## config.mk

```make
export PLATFORM = sky130hd
export DESIGN_NAME = aggr_serializer
export DESIGN_NICKNAME = d
export VERILOG_FILES = /design/src/rtl/gnn_pkg.sv /design/src/rtl/aggr_serializer.sv
export SDC_FILE = /design/constraint.sdc
export NUM_CORES = 1
export LEC_CHECK = 0
export CORE_ASPECT_RATIO = 1.5
export CORE_UTILIZATION = 52
export CTS_BUF_LIST = sky130_fd_sc_hd__clkbuf_8
export CTS_CLUSTER_DIAMETER = 30
export DETAILED_ROUTE_END_ITERATION = 10
export PLACE_DENSITY = 0.86
export SLEW_MARGIN = 20
export SYNTH_ARGS = -nofsm -noshare
export SYNTH_HDL_FRONTEND = slang
export SYNTH_SLANG_ARGS = --single-unit
```

## constraint.sdc

```tcl
create_clock -name clk -period 2.6 [get_ports clk]
set_clock_uncertainty 0.1 [all_clocks]
set_input_delay 0.52 -clock clk [delete_from_list [all_inputs] [get_ports clk]]
set_output_delay 0.52 -clock clk [all_outputs]
set_load 0.01 [all_outputs]
```

## src/rtl/gnn_pkg.sv

```systemverilog
// Shared GNN tile definitions: aggregated word geometry and the serializer FSM state.
package gnn_pkg;

  localparam int AGGR_OUT_SIZE = 7;
  localparam int NUM_NODES     = 4;
  localparam int NUM_FEAT      = 4;

  typedef enum logic {
    IDLE = 1'b0,
    SEND = 1'b1
  } state_t;

endpackage : gnn_pkg

```

## src/rtl/aggr_serializer.sv

```systemverilog
// Serializes one aggregated 4x4 feature tile into a valid/ready word stream,
// feature-major (k = feat*4 + node), with back-to-back tile chaining and drop detection.
module aggr_serializer #(
  parameter int AGGR_OUT_SIZE = gnn_pkg::AGGR_OUT_SIZE,
  parameter int NUM_NODES     = gnn_pkg::NUM_NODES,
  parameter int NUM_FEAT      = gnn_pkg::NUM_FEAT
) (
  input  logic                          clk,
  input  logic                          rst_n,
  input  logic                          in_ready_ser,
  input  logic [15:0][AGGR_OUT_SIZE-1:0] agg_in,
  output logic [AGGR_OUT_SIZE-1:0]      out_data,
  output logic                          out_valid,
  input  logic                          out_ready,
  output logic [1:0]                    out_feat,
  output logic [1:0]                    out_node,
  output logic                          out_last,
  output logic                          busy,
  output logic                          overflow,
  input  logic                          clr_ovf
);

  import gnn_pkg::*;

  localparam int         NUM_WORDS = NUM_NODES * NUM_FEAT;
  localparam logic [3:0] LAST_IDX  = 4'(NUM_WORDS - 1);

  state_t                                   state_q, state_d;
  logic [3:0]                               idx_q, idx_d;
  logic [NUM_WORDS-1:0][AGGR_OUT_SIZE-1:0]  tile_q, tile_d;
  logic                                     ovf_q, ovf_d;
  logic                                     handshake, wrap, drop;

  // NOTE: sequential state uses non-blocking assignments so every flop samples
  // the pre-edge values computed by the combinational blocks.
  always_ff @(posedge clk or negedge rst_n) begin
    if (!rst_n) state_q <= IDLE;
    else        state_q <= state_d;
  end

  // NOTE: the tile buffer is reset as well, so out_data reads 0 after reset
  // rather than stale data from a previous, aborted tile.
  always_ff @(posedge clk or negedge rst_n) begin
    if (!rst_n) begin
      idx_q  <= '0;
      tile_q <= '0;
      ovf_q  <= 1'b0;
    end else begin
      idx_q  <= idx_d;
      tile_q <= tile_d;
      ovf_q  <= ovf_d;
    end
  end

  // NOTE: every variable gets a default at the top so no path infers a latch.
  always_comb begin
    state_d   = state_q;
    idx_d     = idx_q;
    tile_d    = tile_q;
    ovf_d     = ovf_q;
    handshake = (state_q == SEND) && out_ready;
    wrap      = handshake && (idx_q == LAST_IDX);
    drop      = 1'b0;

    unique case (state_q)
      IDLE: begin
        if (in_ready_ser) begin
          tile_d  = agg_in;
          idx_d   = '0;
          state_d = SEND;
        end
      end
      SEND: begin
        if (wrap) begin
          // Last word leaving: a coincident strobe chains the next tile with no bubble.
          idx_d = '0;
          if (in_ready_ser) tile_d  = agg_in;
          else              state_d = IDLE;
        end else begin
          if (handshake) idx_d = idx_q + 4'd1;
          drop = in_ready_ser;
        end
      end
      default: state_d = IDLE;
    endcase

    if (drop)         ovf_d = 1'b1;
    else if (clr_ovf) ovf_d = 1'b0;
  end

  always_comb begin
    out_valid = (state_q == SEND);
    busy      = (state_q == SEND);
    out_data  = out_valid ? tile_q[idx_q] : '0;
    out_feat  = idx_q[3:2];
    out_node  = idx_q[1:0];
    out_last  = out_valid && (idx_q == LAST_IDX);
    overflow  = ovf_q;
  end

endmodule : aggr_serializer

```

# --- Word-level counts from Yosys, hierarchy flattened ---
# Index checks and enable logic that the tools add are counted.
totals:
  register_bits: 118
  in_bits: 117
  out_inout_bits: 15
op_classes:
  addsub: 1
  magnitude_cmp: 1
  n_eq_ne: 4
  muxes: 17
  n_bitwise: 1
  n_reduce_logical: 5
op_table:
  columns: ["cell", "count"]
  rows:
  - ["$mux W112", 2]
  - ["$pmux W112 S2", 1]
  - ["$bmux W7 S4", 1]
  - ["$mux W7", 2]
  - ["$mux W4", 3]
  - ["$pmux W4 S2", 1]
  - ["$mux W1", 6]
  - ["$lt A4 B5 Y1 const B", 1]
  - ["$add A4 B1 Y4 const B", 1]
  - ["$eq A4 B4 Y1 const B", 1]
  - ["$logic_and A1 B1 Y1", 3]
  - ["$ne A3 B1 Y1 const B", 1]
  - ["$ne A2 B1 Y1 const B", 1]
  - ["$ne A2 B2 Y1 const B", 1]
  - ["$pmux W1 S2", 1]
  - ["$reduce_and A2 Y1", 1]
  - ["$reduce_bool A2 Y1", 1]
  - ["$not A1 Y1", 1]

# --- Depth between registers and ports, before layout ---
# Gate-level depths: netlist of the first run.
depth:
  ltp_word: 5
  mapped_depth: 7
  mapped_depth_nobuf: 5

# --- Least setup slack after synthesis of the first run ---
# No wires, ideal clock.
synth_timing:
  path_kind: "register to output"
  from: "register idx_q[0]"
  to: "output port out_data[2]"
  arrival_time_ns: 1.513
  required_time_ns: 1.980
  slack_ns: 0.467
  path_stages_with_launch: 6
  path_buffers: 2
  path_cell_list: "dfrtp_1 buf_4 buf_6 mux4_2 o211ai_1 nand2_1"
synth_via:
  elab_chain_cells: 3
synth_rtl:
  columns: ["element", "line", "text"]
  rows:
  - ["start: declaration", "aggr_serializer.sv:29", "logic [3:0] idx_q, idx_d;"]
  - ["start signal: assignment", "aggr_serializer.sv:49", "idx_q <= idx_d;"]
  - ["$bmux W7 S4", "aggr_serializer.sv:94", "out_data = out_valid ? tile_q[idx_q] : '0;"]
  - ["$mux W7 (implied by the code)", "aggr_serializer.sv:94", null]
  - ["$mux W7", "aggr_serializer.sv:94", null]
  - ["end: declaration", "aggr_serializer.sv:12", "output logic [AGGR_OUT_SIZE-1:0] out_data,"]
# Every way passes these cells. The select of a mux whose other input is x is not followed.

# --- Worst setup path after layout of the first run ---
# Ends and elaborated chain as after synthesis.

==> impl_metrics.csv, run 1 <==
group,metric,value,unit
setup_path,cp.required,1.98,ns
grt,overflow,0,
pwr,p_int,5570,µW
placed_design,dp_cells,651,
floorplanning,fp.dieH,128,µm
timing,tightest_slew,0.576,ns
detailed_routing,ant_nets,0,
cts,cts_tree,"yes",
grt,grtUsageTotal,0.257,
timing,slew_violations,0,
setup_path,cp_slowest_cell,"mux4_2",
hold_path,hold_path_depth,1,
setup_path,slowest_delay,0.51,ns
cts,path_clk_slew,0.07,ns
placed_design,place.port_buffers,131,
detailed_routing,via_per_inst,5.47,
yosys,yosysWarnings,0,
pwr,pwr-share-seq,0.384,
yosys,syn_area,0.00550,mm²
pwr,irDropWorstVdd,604,µV
finish,multi_input_area,0.00242,mm²
pwr,power.switching,2770,µW
yosys,synth.net_count,506,
grt,grt_max_degree,62,
grt,antenna_found_initial,0,
yosys,postSynthCellCount,388,
pwr,cellPowerDensity,1100,mW/mm²
cts,clock_path_buffers,2,
timing,rsz0062_at_grt,"yes",
finish,fillers,655,
run,cap_violations,0,
finish,area_delta_synth_final,38.2,%
floorplanning,start_util,0.539,
status,status,"complete, but fails checks",
setup_path,crit_type,"flip-flop to output port",
detailed_routing,firstDrtPassIters,4,
timing,finalCriticalPeriod,2.66,ns
detailed_routing,avgRoutedWirePerCell,19.0,µm
hold_path,hp-class,"flip-flop to flip-flop",
yosys,seq_area_frac_synth,0.537,
placed_design,place_congestion,0.889,
timing,setup-violations-final,7,
detailed_routing,drt_iter0_drc,233,
setup_path,worst_setup_path_start_kind,"flip-flop",
pwr,power,8340,µW
setup_path,critPathArrivalTime,2.04,ns
detailed_routing,drt_wl_total,13200,µm
setup_path,rr_worst_depth,6,
placed_design,hpwlAfterDp,9490,µm
timing,finalCritPeriodShare,1.02,
floorplanning,pin_count,132,
status,failed_checks,"negative setup slack",
detailed_routing,via_count,3782,
pwr,p_clk_frac,0.217,
setup_path,setup.worst_path.end_class,"output port",
finish,regArea,0.00296,mm²
grt,grt_pass1_wl,20800,µm
yosys,syn_area_per_cell,14.2,µm²
placed_design,placed_cell_area,0.00699,mm²
cts,numCtsBuffers,17,
finish,nNetsFinal,656,
detailed_routing,drc,0,
yosys,synth_edf_count,0,
floorplanning,die_w,85.9,µm
cts,root_buffer,"clkbuf_8",
finish,final_cell_area,0.00759,mm²
pwr,swShare,0.332,
finish,drive_above_1_share,0.227,
yosys,synth.distinct_cells,30,
timing,max-slew-margin-rel,0.614,
timing,max_freq,375,MHz
pwr,leakage,0.00339,µW
finish,n_antenna_cell,0,
cts,htree_levels,4,
timing,hold_violations,0,
floorplanning,rows,45,
yosys,synth-main-ff-cell,"dfrtp_1",
cts,clk_latency,0.43,ns
setup_path,path_max_fanout,6,
yosys,ys_seq_elements,118,
timing,fin_tns_setup,-0.214,ns
grt,grt_pass1_vias,4043,
floorplanning,die_area,0.0110,mm²
cts,numClockSinks,118,
finish,fin_cells,692,
floorplanning,design.core.area,0.0102,mm²
timing,holdWs,0.383,ns
pwr,comb_power_share,0.398,
timing,fin_ws,-0.0632,ns
yosys,async_flop_share,1.00,
setup_path,path_cells,"buf_12 -> mux4_2 -> o211ai_1 -> nand2_1 -> buf_6",
cells by family after synthesis:
| family | share of synthesized area |
|---|---|
| muxes | 0.338 |
| DFF | 0.537 |
| and+or+nand+nor | 0.0342 |
| AOI/OAI and AO/OA | 0.0449 |
| buffers and inverters | 0.0414 |
| xor gates and xnor gates | 0.00159 |
| adders and majority gates | 0.00228 |
cell usage after synthesis, types with 2 or more instances:
| master | number | area (µm²) |
|---|---|---|
| dfrtp_1 | 118 | 2950 |
| mux2_1 | 80 | 901 |
| mux2i_1 | 44 | 440 |
| mux2_2 | 32 | 360 |
| a22oi_1 | 20 | 150 |
| nand2_1 | 17 | 63.8 |
| buf_6 | 13 | 146 |
| nand3_1 | 8 | 40.0 |
| mux4_2 | 7 | 158 |
| nand2b_1 | 6 | 37.5 |
| o21ai_0 | 6 | 30.0 |
| buf_2 | 4 | 20.0 |
| buf_4 | 4 | 30.0 |
| clkbuf_1 | 4 | 15.0 |
| nor2_1 | 4 | 15.0 |
| inv_1 | 3 | 11.3 |
| o22ai_1 | 3 | 18.8 |
| a21oi_1 | 2 | 10.0 |
| nor2b_1 | 2 | 12.5 |
layout make-up:
| class | count | share of cell area |
|---|---|---|
| inverter | 3 | 0.00148 |
| tap | 141 | 0.0232 |
| multi-input combinational | 241 | 0.319 |
| sequential | 118 | 0.389 |
| clock inverter | 15 | 0.0272 |
| clock buffer | 17 | 0.0308 |
| timing repair buffer | 157 | 0.208 |
path summary, 6_finish.rpt:
check                                 from  slack [ns]     endpoint
worst min-delay path            tile_q[54]        0.38   tile_q[54]
worst min register to register  tile_q[54]        0.38   tile_q[54]
max in group asynchronous            rst_n        1.20    tile_q[2]
min in group asynchronous            rst_n        0.50   tile_q[38]
worst max-delay path              idx_q[0]       -0.06  out_data[2]
worst max register to register    idx_q[1]        0.30   tile_q[80]
flip-flops by register name (all words and copies together) (netlist names):
name and cells:
tile_q 112, idx_q 4, overflow 1, busy 1
worst max-delay path: cells and delay by family (launching register included):
family / cells / cell delay, ns
multiplexers: 1 / 0.51
flip-flops: 1 / 0.50
buffers and inverters: 2 / 0.29
AO/OA/AOI/OAI: 1 / 0.22
AND/OR/NAND/NOR: 1 / 0.10
metal layers:
metal | wire [µm] | vias up | global-route usage
li1 | - | 1717 | -
met1 | 5010 | 1902 | 0.304
met2 | 7050 | 141 | 0.440
met3 | 794 | 22 | 0.0663
met4 | 309 | 0 | 0.109
met5 | 0 | - | 0
per-stage QoR:
stage | setup WS, ns | util
2_1_floorplan | 0.467 | -
3_3_place_gp | -0.0501 | 0.686
3_5_place_dp | -0.0734 | 0.686
4_1_cts | -0.0488 | 0.741
5_1_grt | -0.0977 | 0.745
6_report | -0.0632 | 0.745
power groups by stage:
stage	Combinational [µW]	Sequential, µW	Clock, µW
after global routing	3550	3300	1930
after CTS	3230	3190	1840
after global placement	2990	3140	0
after floorplan	1920	3050	0
final	3320	3210	1810
after detailed placement	3060	3210	0
cell usage in the layout (no fill, tap or decap), types with 2 or more instances in the layout:
cell type	netlist	routed
clkdlybuf4s50_1	0	122
dfrtp_1	118	117
mux2_1	80	80
mux2i_1	44	41
mux2_2	32	32
a22oi_1	20	20
buf_4	4	18
nand2_1	17	17
clkbuf_8	0	17
buf_12	0	8
mux4_2	7	7
clkinv_4	0	7
nand2b_4	0	6
nand3_2	0	6
inv_1	3	5
buf_2	4	5
bufinv_16	0	4
mux2i_2	0	3
nor2_1	4	3
o21ai_1	1	3
o21ai_2	0	3
o22ai_1	3	3
nand3_1	8	2
a21oi_1	2	2
inv_6	0	2
buf_6	13	2
what timing repair did:
action	4_1_cts	5_1_grt
setup buffers	7	1
endpoints found under the hold margin	36	0
gates resized for setup	56	4
endpoints found under the setup margin	8	7
hold buffers	1	0
pin swaps	3	2
(Power assumes the default switching activity.)
==> run 2: changes to the inputs <==
- SLEW_MARGIN: 20 -> not set
==> results of run 2 <==
Final layout, timing and power as in run 1 (identical DEF).
